File: src/rtl/adder_pkg.sv
// Shared constants, state encoding and width helper for the adder result accumulator.
package adder_pkg;

  localparam int unsigned ADDER_DATA_W = 12;

  typedef enum logic {
    ACCUM = 1'b0,
    HOLD  = 1'b1
  } acc_state_e;

  function automatic int unsigned acc_width(input int unsigned dw, input int unsigned n);
    return dw + $clog2(n);
  endfunction

endpackage

File: src/rtl/adder_acc_ctrl.sv
// Window controller: ACCUM/HOLD FSM, sample counter and handshakes.
// Exports accept/close/release strobes that steer the accumulator datapath.
module adder_acc_ctrl
  import adder_pkg::*;
#(
  parameter int unsigned N_SAMPLES = 16,
  localparam int unsigned CNT_W = $clog2(N_SAMPLES) + 1
) (
  input  logic             clk,
  input  logic             rst,
  input  logic             clear,
  input  logic             in_valid,
  input  logic             out_ready,
  output logic             in_ready,
  output logic             out_valid,
  output logic [CNT_W-1:0] out_count,
  output logic             accept_c,
  output logic             close_c,
  output logic             release_c
);

  localparam logic [CNT_W-1:0] LAST_IDX = CNT_W'(N_SAMPLES - 1);
  localparam logic [CNT_W-1:0] FULL_CNT = CNT_W'(N_SAMPLES);

  acc_state_e       state, state_n;
  logic [CNT_W-1:0] count, count_n;
  logic             out_valid_n;

  always_ff @(posedge clk or posedge rst) begin
    if (rst) begin
      state     <= ACCUM;
      count     <= '0;
      out_valid <= 1'b0;
    end else begin
      state     <= state_n;
      count     <= count_n;
      out_valid <= out_valid_n;
    end
  end

  // count parks at N_SAMPLES while HOLD so out_count reports the closed window.
  always_comb begin
    state_n     = state;
    count_n     = count;
    out_valid_n = out_valid;
    in_ready    = 1'b0;
    accept_c    = 1'b0;
    close_c     = 1'b0;
    release_c   = 1'b0;
    case (state)
      ACCUM: begin
        in_ready = !clear;
        if (clear) begin
          count_n = '0;
        end else if (in_valid) begin
          accept_c = 1'b1;
          if (count == LAST_IDX) begin
            close_c     = 1'b1;
            count_n     = FULL_CNT;
            out_valid_n = 1'b1;
            state_n     = HOLD;
          end else begin
            count_n = count + CNT_W'(1);
          end
        end
      end
      HOLD: begin
        if (clear) begin
          count_n     = '0;
          out_valid_n = 1'b0;
          state_n     = ACCUM;
        end else if (out_valid && out_ready) begin
          release_c   = 1'b1;
          count_n     = '0;
          out_valid_n = 1'b0;
          state_n     = ACCUM;
        end
      end
      default: state_n = ACCUM;
    endcase
  end

  assign out_count = count;

endmodule

File: src/rtl/adder_result_acc.sv
// Sums windows of N_SAMPLES adder results and presents each total on a valid/ready port.
// Optional ADDER_ACC_AVG_EN turns the total into a truncating average.
module adder_result_acc
  import adder_pkg::*;
#(
  parameter int unsigned DATA_W    = ADDER_DATA_W,
  parameter int unsigned N_SAMPLES = 16,
  localparam int unsigned ACC_W = acc_width(DATA_W, N_SAMPLES),
  localparam int unsigned CNT_W = $clog2(N_SAMPLES) + 1
) (
  input  logic              clk,
  input  logic              rst,
  input  logic              clear,
  input  logic              in_valid,
  input  logic [DATA_W-1:0] in_data,
  output logic              in_ready,
  output logic              out_valid,
  input  logic              out_ready,
  output logic [ACC_W-1:0]  out_sum,
  output logic [CNT_W-1:0]  out_count
);

  if (N_SAMPLES < 2 || N_SAMPLES > 4096) begin : g_bad_n
    $error("adder_result_acc: N_SAMPLES must be in 2..4096");
  end

  logic             accept_c, close_c, release_c;
  logic [ACC_W-1:0] acc, sum_next, result;

  adder_acc_ctrl #(.N_SAMPLES(N_SAMPLES)) u_ctrl (
    .clk       (clk),
    .rst       (rst),
    .clear     (clear),
    .in_valid  (in_valid),
    .out_ready (out_ready),
    .in_ready  (in_ready),
    .out_valid (out_valid),
    .out_count (out_count),
    .accept_c  (accept_c),
    .close_c   (close_c),
    .release_c (release_c)
  );

  assign sum_next = acc + ACC_W'(in_data);

`ifdef ADDER_ACC_AVG_EN
  localparam int unsigned LOG_N = $clog2(N_SAMPLES);
  if ((N_SAMPLES & (N_SAMPLES - 1)) != 0) begin : g_bad_pow2
    $error("adder_result_acc: N_SAMPLES must be a power of two for averaging");
  end
  assign result = sum_next >> LOG_N;
`else
  assign result = sum_next;
`endif

  // Closing sample is folded in directly, so the total lands on the closing edge.
  always_ff @(posedge clk or posedge rst) begin
    if (rst) begin
      acc     <= '0;
      out_sum <= '0;
    end else if (clear || release_c) begin
      acc <= '0;
    end else if (close_c) begin
      acc     <= '0;
      out_sum <= result;
    end else if (accept_c) begin
      acc <= sum_next;
    end
  end

endmodule

File: config.mk
export PLATFORM = sky130hd
export DESIGN_NAME = adder_result_acc
export DESIGN_NICKNAME = d
export VERILOG_FILES = /design/src/rtl/adder_pkg.sv /design/src/rtl/adder_acc_ctrl.sv /design/src/rtl/adder_result_acc.sv
export SDC_FILE = /design/constraint.sdc
export NUM_CORES = 1
export LEC_CHECK = 0
export CAP_MARGIN = 15
export CORE_MARGIN = 2
export CORE_UTILIZATION = 55
export DETAILED_ROUTE_END_ITERATION = 7
export GPL_TIMING_DRIVEN = 0
export MAX_ROUTING_LAYER = met4
export PLACE_DENSITY = 0.83
export SETUP_SLACK_MARGIN = 0.5
export SLEW_MARGIN = 0
export SYNTH_ARGS = -nofsm -noshare
export SYNTH_HDL_FRONTEND = slang
export SYNTH_SLANG_ARGS = --single-unit
File: constraint.sdc
create_clock -name clk -period 5.1 [get_ports clk]
set_clock_uncertainty 0.05 [all_clocks]
set_input_delay 1.275 -clock clk [delete_from_list [all_inputs] [get_ports clk]]
set_output_delay 1.275 -clock clk [all_outputs]
set_load 0.02 [all_outputs]
* Yosys cells after proc, flatten, opt, wreduce, memory -nomap -nowiden
Index checks and enable logic that the tools add are counted.
Operators by class: add/sub/neg operators 2, equal/unequal tests 6, muxes and demuxes 29, bitwise operators 2, reductions and logical operators 7
Operators with widths (number):
- $mux W16 | 3
- $mux W5 | 5
- $mux W1 | 18
- $add A16 B12 Y16 | 1
- $pmux W5 S2 | 1
- $ne A3 B3 Y1 const B | 2
- $add A5 B1 Y5 const B | 1
- $eq A5 B4 Y1 const B | 1
- $ne A2 B2 Y1 const B | 2
- $pmux W1 S2 | 2
- $reduce_and A2 Y1 | 2
- $reduce_and A4 Y1 | 1
- $reduce_bool A3 Y1 | 1
- $ne A2 B1 Y1 const B | 1
- $not A1 Y1 | 2
- $logic_and A1 B1 Y1 | 1
- $logic_not A1 Y1 | 1
- $logic_or A1 B1 Y1 | 1
Storage, ports and cells: bits in registers 39, input bits 17

* Longest topological paths before layout
word-level depth 7, mapped depth 9, depth with buffers taken out 9

* Hierarchy
A second synthesis with hierarchy kept.
Unflattened totals: cell total of the unflattened synthesis 236, area total of the unflattened synthesis 2359.8 sq um
By module, submodules not included:
- adder_result_acc | instances 1, cells each 194, area an instance 1938.1 sq um, seq. area each 800.8 sq um
- adder_acc_ctrl | instances 1, cells each 42, area an instance 421.7 sq um, seq. area each 175.2 sq um

* Worst setup path before layout
OpenSTA, ideal clock, no wires.
path kind in2reg, start input in_data[0], end register acc[10], setup time 0.122 ns, data arrival time 3.012 ns, path slack 1.917 ns, stages on the path 9, buffers on the path 0, path through ha_1 -> inv_1 -> fa_1 -> nor2b_4 -> o211ai_4 -> a31oi_4 -> o311a_1 -> or3_1 -> a32o_1
On the way: longest elaborated chain between the ends 4
RTL lines:
- from (decl) | line adder_result_acc.sv:15 | input logic [DATA_W-1:0] in_data,
- $add A16 B12 Y16 | line adder_result_acc.sv:44 | assign sum_next = acc + ACC_W'(in_data);
- $mux W16 | line adder_result_acc.sv:66 | end else if (accept_c) begin
- $mux W16 | line adder_result_acc.sv:63 | end else if (close_c) begin
- $mux W16 | line adder_result_acc.sv:61 | end else if (clear || release_c) begin
- to (signal assigned) | line adder_result_acc.sv:67 | acc <= sum_next;
- to (decl) | line adder_result_acc.sv:28 | logic [ACC_W-1:0] acc, sum_next, result;
No other way between the ends. The select of a mux whose other input is x is not followed. A chain may end at the register's enable or synchronous reset.

* Final worst setup path
start input clear, end output in_ready
On the way: longest elaborated chain between the ends 2
RTL lines:
- from (decl) | line adder_result_acc.sv:13 | input logic clear,
- $logic_not A1 Y1 | line adder_acc_ctrl.sv:52 | in_ready = !clear;
- $mux W1 | line adder_acc_ctrl.sv:50 | case (state)
- to (decl) | line adder_result_acc.sv:16 | output logic in_ready,
No other way between the ends.

==> parameters.txt <==
Parameter                              Value

Floorplan
  Number of cell rows    23
  Die outline area    4540 sq um
  Vertical extent of the die    67.4 um
  Die Width    67.4 um
  Core Footprint    3940 sq um
  Number of ports placed on the die boundary    40
  Effective utilization at floorplan    56.0%

Setup path
  Worst Setup Path Type    primary input to primary output
  Arrival time at the worst endpoint    2.64 ns
  Most frequent CP cell    sky130_fd_sc_hd__clkdlybuf4s50_1
  Startpoint types    primary input
  Data required time at the worst endpoint    between 3 and 4 ns
  Type of element capturing the critical path    primary output
  Slowest-stage cell, CP    sky130_fd_sc_hd__clkdlybuf4s50_1
  Slowest Stage Delay on Critical Path    0.63 ns
  Cell Chain, Critical Path    clkdlybuf4s50_1 -> nor2_1 -> clkdlybuf4s50_1
  Crit Path Max Fanout    7

Cells and area
  Final cell utilization of the core    70.5%
  Multi-input combinational cell area    1170 sq um
  Diode insertion count for antenna repair    0
  Layout cell share with drive strength beyond 1    around 6.4%
  Layout Cells excl Fill    332
  Layout area overhead    25.8%
  Post-route design area    2780 sq um
  Register cell area after layout    976 sq um
  Layout net count    ~310
  # fillers    between 300 and 400

Routing
  Average wire per cell in the routed design    14.3 um
  Routed Antenna Nets    0
  Ratio of routed vias to standard cells    5.68
  Length of the first detailed-routing pass in iterations    4
  Detailed-route via count    1886
  Routed Wire Length    4.74 mm
  DRC violation total after the first TritonRoute iteration    114
  DRC violations left    0

Place
  Post-detailed-placement half-perimeter wirelength    ~3.4 mm
  Placer congestion estimate    about 0.91
  Count of input and output buffers    39
  Standard cell area after detailed placement    2660 sq um
  Cells after DPL    324

Logic synthesis
  Post-synthesis sequential area ratio    44.2%
  Area contributors post-synth    sky130_fd_sc_hd__dfrtp_1 44%, sky130_fd_sc_hd__ha_1 7.9%, sky130_fd_sc_hd__o21ai_0 7.7%
  Most frequently used flop master after synthesis    sky130_fd_sc_hd__dfrtp_1
  Avg Cell Area, Syn    9.40 sq um
  Number of synthesized register bits    39
  Count of yosys warnings during synthesis    0
  Post-Syn Instances    around 240
  Distinct cell type count of the synthesized netlist    46
  Net Count, Synth    267
  Async set-or-reset flop fraction in the synthesized netlist    100%
  Post-synth top area cell    sky130_fd_sc_hd__dfrtp_1
  Share of the synthesized area in the top cell type    44.2%
  EDFF count, synth    0
  Synth Cell Area    about 2200 sq um

Clock tree
  CTS H-Tree Depth    2
  CTS max path bufs    2
  Clk sink count    39
  Number of setup buffers added after CTS    0
  Clock-pin slew of the registers on the worst-case setup and hold paths    0.07 ns
  CTS tree    yes
  Count of hold buffers inserted by post-cts repair    0
  Cells resized by post-CTS repair    0
  Worst skew pair latency    0.30 ns
  Num CTS Buffers    5
  CTS root buf    sky130_fd_sc_hd__clkbuf_8

Timing
  Final max-slew violation count    0
  Aggregate negative setup slack    0 ns
  Final-report hold violation count    0
  FMAX    approximately 250 MHz
  Unrepaired setup endpoints after global routing    false
  Final critical path time including I/O delays and setup    3.96 ns
  Final setup viols    0
  Normalized max-slew margin    47.1%
  Final worst path period share    ~80%
  Slew @ Worst Pin    0.793 ns

Global routing
  Number of global-route vias before repair    1783
  Number of antenna violations at the first check in global routing    0
  Global-route usage over all layers    24.7%
  Wire length of the first global-routing pass    between 7 and 8 mm
  Largest net degree at the start of global routing    40
  Total congestion overflow after global routing    0

Pwr
  Power per unit of standard cell area    294 nW/um^2
  Maximum vdd ir drop    0.226 mV
  Leakage Power    roughly 1.3 nW
  Overall power of the completed layout    816 uW

Hold path
  Hold Path Class    flop to flop

Run
  Number of maximum-capacitance violations    0

Outcome
  Status    finished clean
## state kept, by name (all words and copies together) (netlist names)
register,count
acc,16
u_ctrl.out_count,5
u_ctrl.out_valid,1
out_sum,16
u_ctrl.state,1
## cells by family after synthesis
kind of cell               count (synthesis)  share of synthesized area [%]
buffers and inverters                     17                           2.89
and+or+nand+nor                           79                           17.2
adders and majority gates                 15                           8.84
muxes                                      1                          0.510
xor gates and xnor gates                  11                           4.36
AOI/OAI and AO/OA                         73                           22.0
DFF                                       39                           44.2
## Yosys cell counts (all sizes together) (3+ instances only)
library cell	count
nand2	38
xnor2	5
o211ai	3
o21ai	37
nor2	10
clkbuf	8
nor2b	3
nand3	5
ha	14
inv	9
nor3	4
or3	5
a21oi	12
and3	3
dfrtp	39
a21o	5
xor2	6
## placed cells by master (no fill, tap or decap), types with 2 or more instances in the layout
master                             n
sky130_fd_sc_hd__clkdlybuf4s50_1  39
sky130_fd_sc_hd__a211o_1           2
sky130_fd_sc_hd__clkbuf_8          6
sky130_fd_sc_hd__nand2b_1          2
sky130_fd_sc_hd__xnor2_1           5
sky130_fd_sc_hd__dfrtp_1          39
sky130_fd_sc_hd__a22o_1            2
sky130_fd_sc_hd__xor2_1            6
sky130_fd_sc_hd__nor2_1           10
sky130_fd_sc_hd__and3_1            3
sky130_fd_sc_hd__ha_1             14
sky130_fd_sc_hd__o21a_1            2
sky130_fd_sc_hd__o211ai_1          2
sky130_fd_sc_hd__nand2_1          38
sky130_fd_sc_hd__a21oi_1          11
sky130_fd_sc_hd__a21o_1            4
sky130_fd_sc_hd__clkbuf_1          8
sky130_fd_sc_hd__or3_1             5
sky130_fd_sc_hd__nand3_1           5
sky130_fd_sc_hd__nor2b_1           2
sky130_fd_sc_hd__nor3_1            4
sky130_fd_sc_hd__o21ai_0          34
sky130_fd_sc_hd__and2_1            2
sky130_fd_sc_hd__o21ai_1           3
sky130_fd_sc_hd__inv_1             8
## critical path: cells and delay by family
family	cells	cell delay, ns
simple gates	1	0.20
buf+inv	2	1.16
## metrics by stage
step | hold slack [ns] | worst slack, ns
2_1_floorplan | 0.404 | 1.92
3_3_place_gp | 0.413 | 1.15
3_5_place_dp | 0.422 | 1.14
4_1_cts | 0.440 | 1.15
5_1_grt | 0.460 | 1.07
6_report | 0.430 | 1.14
## final cells by class
class,count,area share (%)
sequential,39,35.1
buffer,8,1.08
inverter,9,1.22
tap,50,2.25
timing repair buffer,39,14.0
clock buffer,6,2.97
multi-input combinational,179,42.1
clock inverter,2,1.26
## routing by layer
layer	vias to the layer above	track usage, %	share of wire (%)
li1	925	-	-
met1	911	30.0	46
met2	39	39.4	48
met3	11	6.33	4.1
met4	0	10.2	1.9
met5	-	-	0
## final timing paths
kind	startpoint	slack [ns]	end	cells after the start
worst min register to register	out_sum[7]	0.43	out_sum[7]	2
max in group asynchronous	rst	3.11	out_sum[8]	2
worst max-delay path	clear	1.14	in_ready	3
min in group asynchronous	rst	1.39	acc[0]	2
worst min-delay path	out_sum[7]	0.43	out_sum[7]	2
worst max register to register	u_ctrl.out_count[0]	2.55	out_sum[1]	7
## power breakdown
part / internal, mW / switching [mW]
clock network: 0.158 / 0.111
logic: 0.0892 / 0.113
registers: 0.329 / 0.0151
total: 0.577 / 0.240
(Power assumes the default switching activity.)
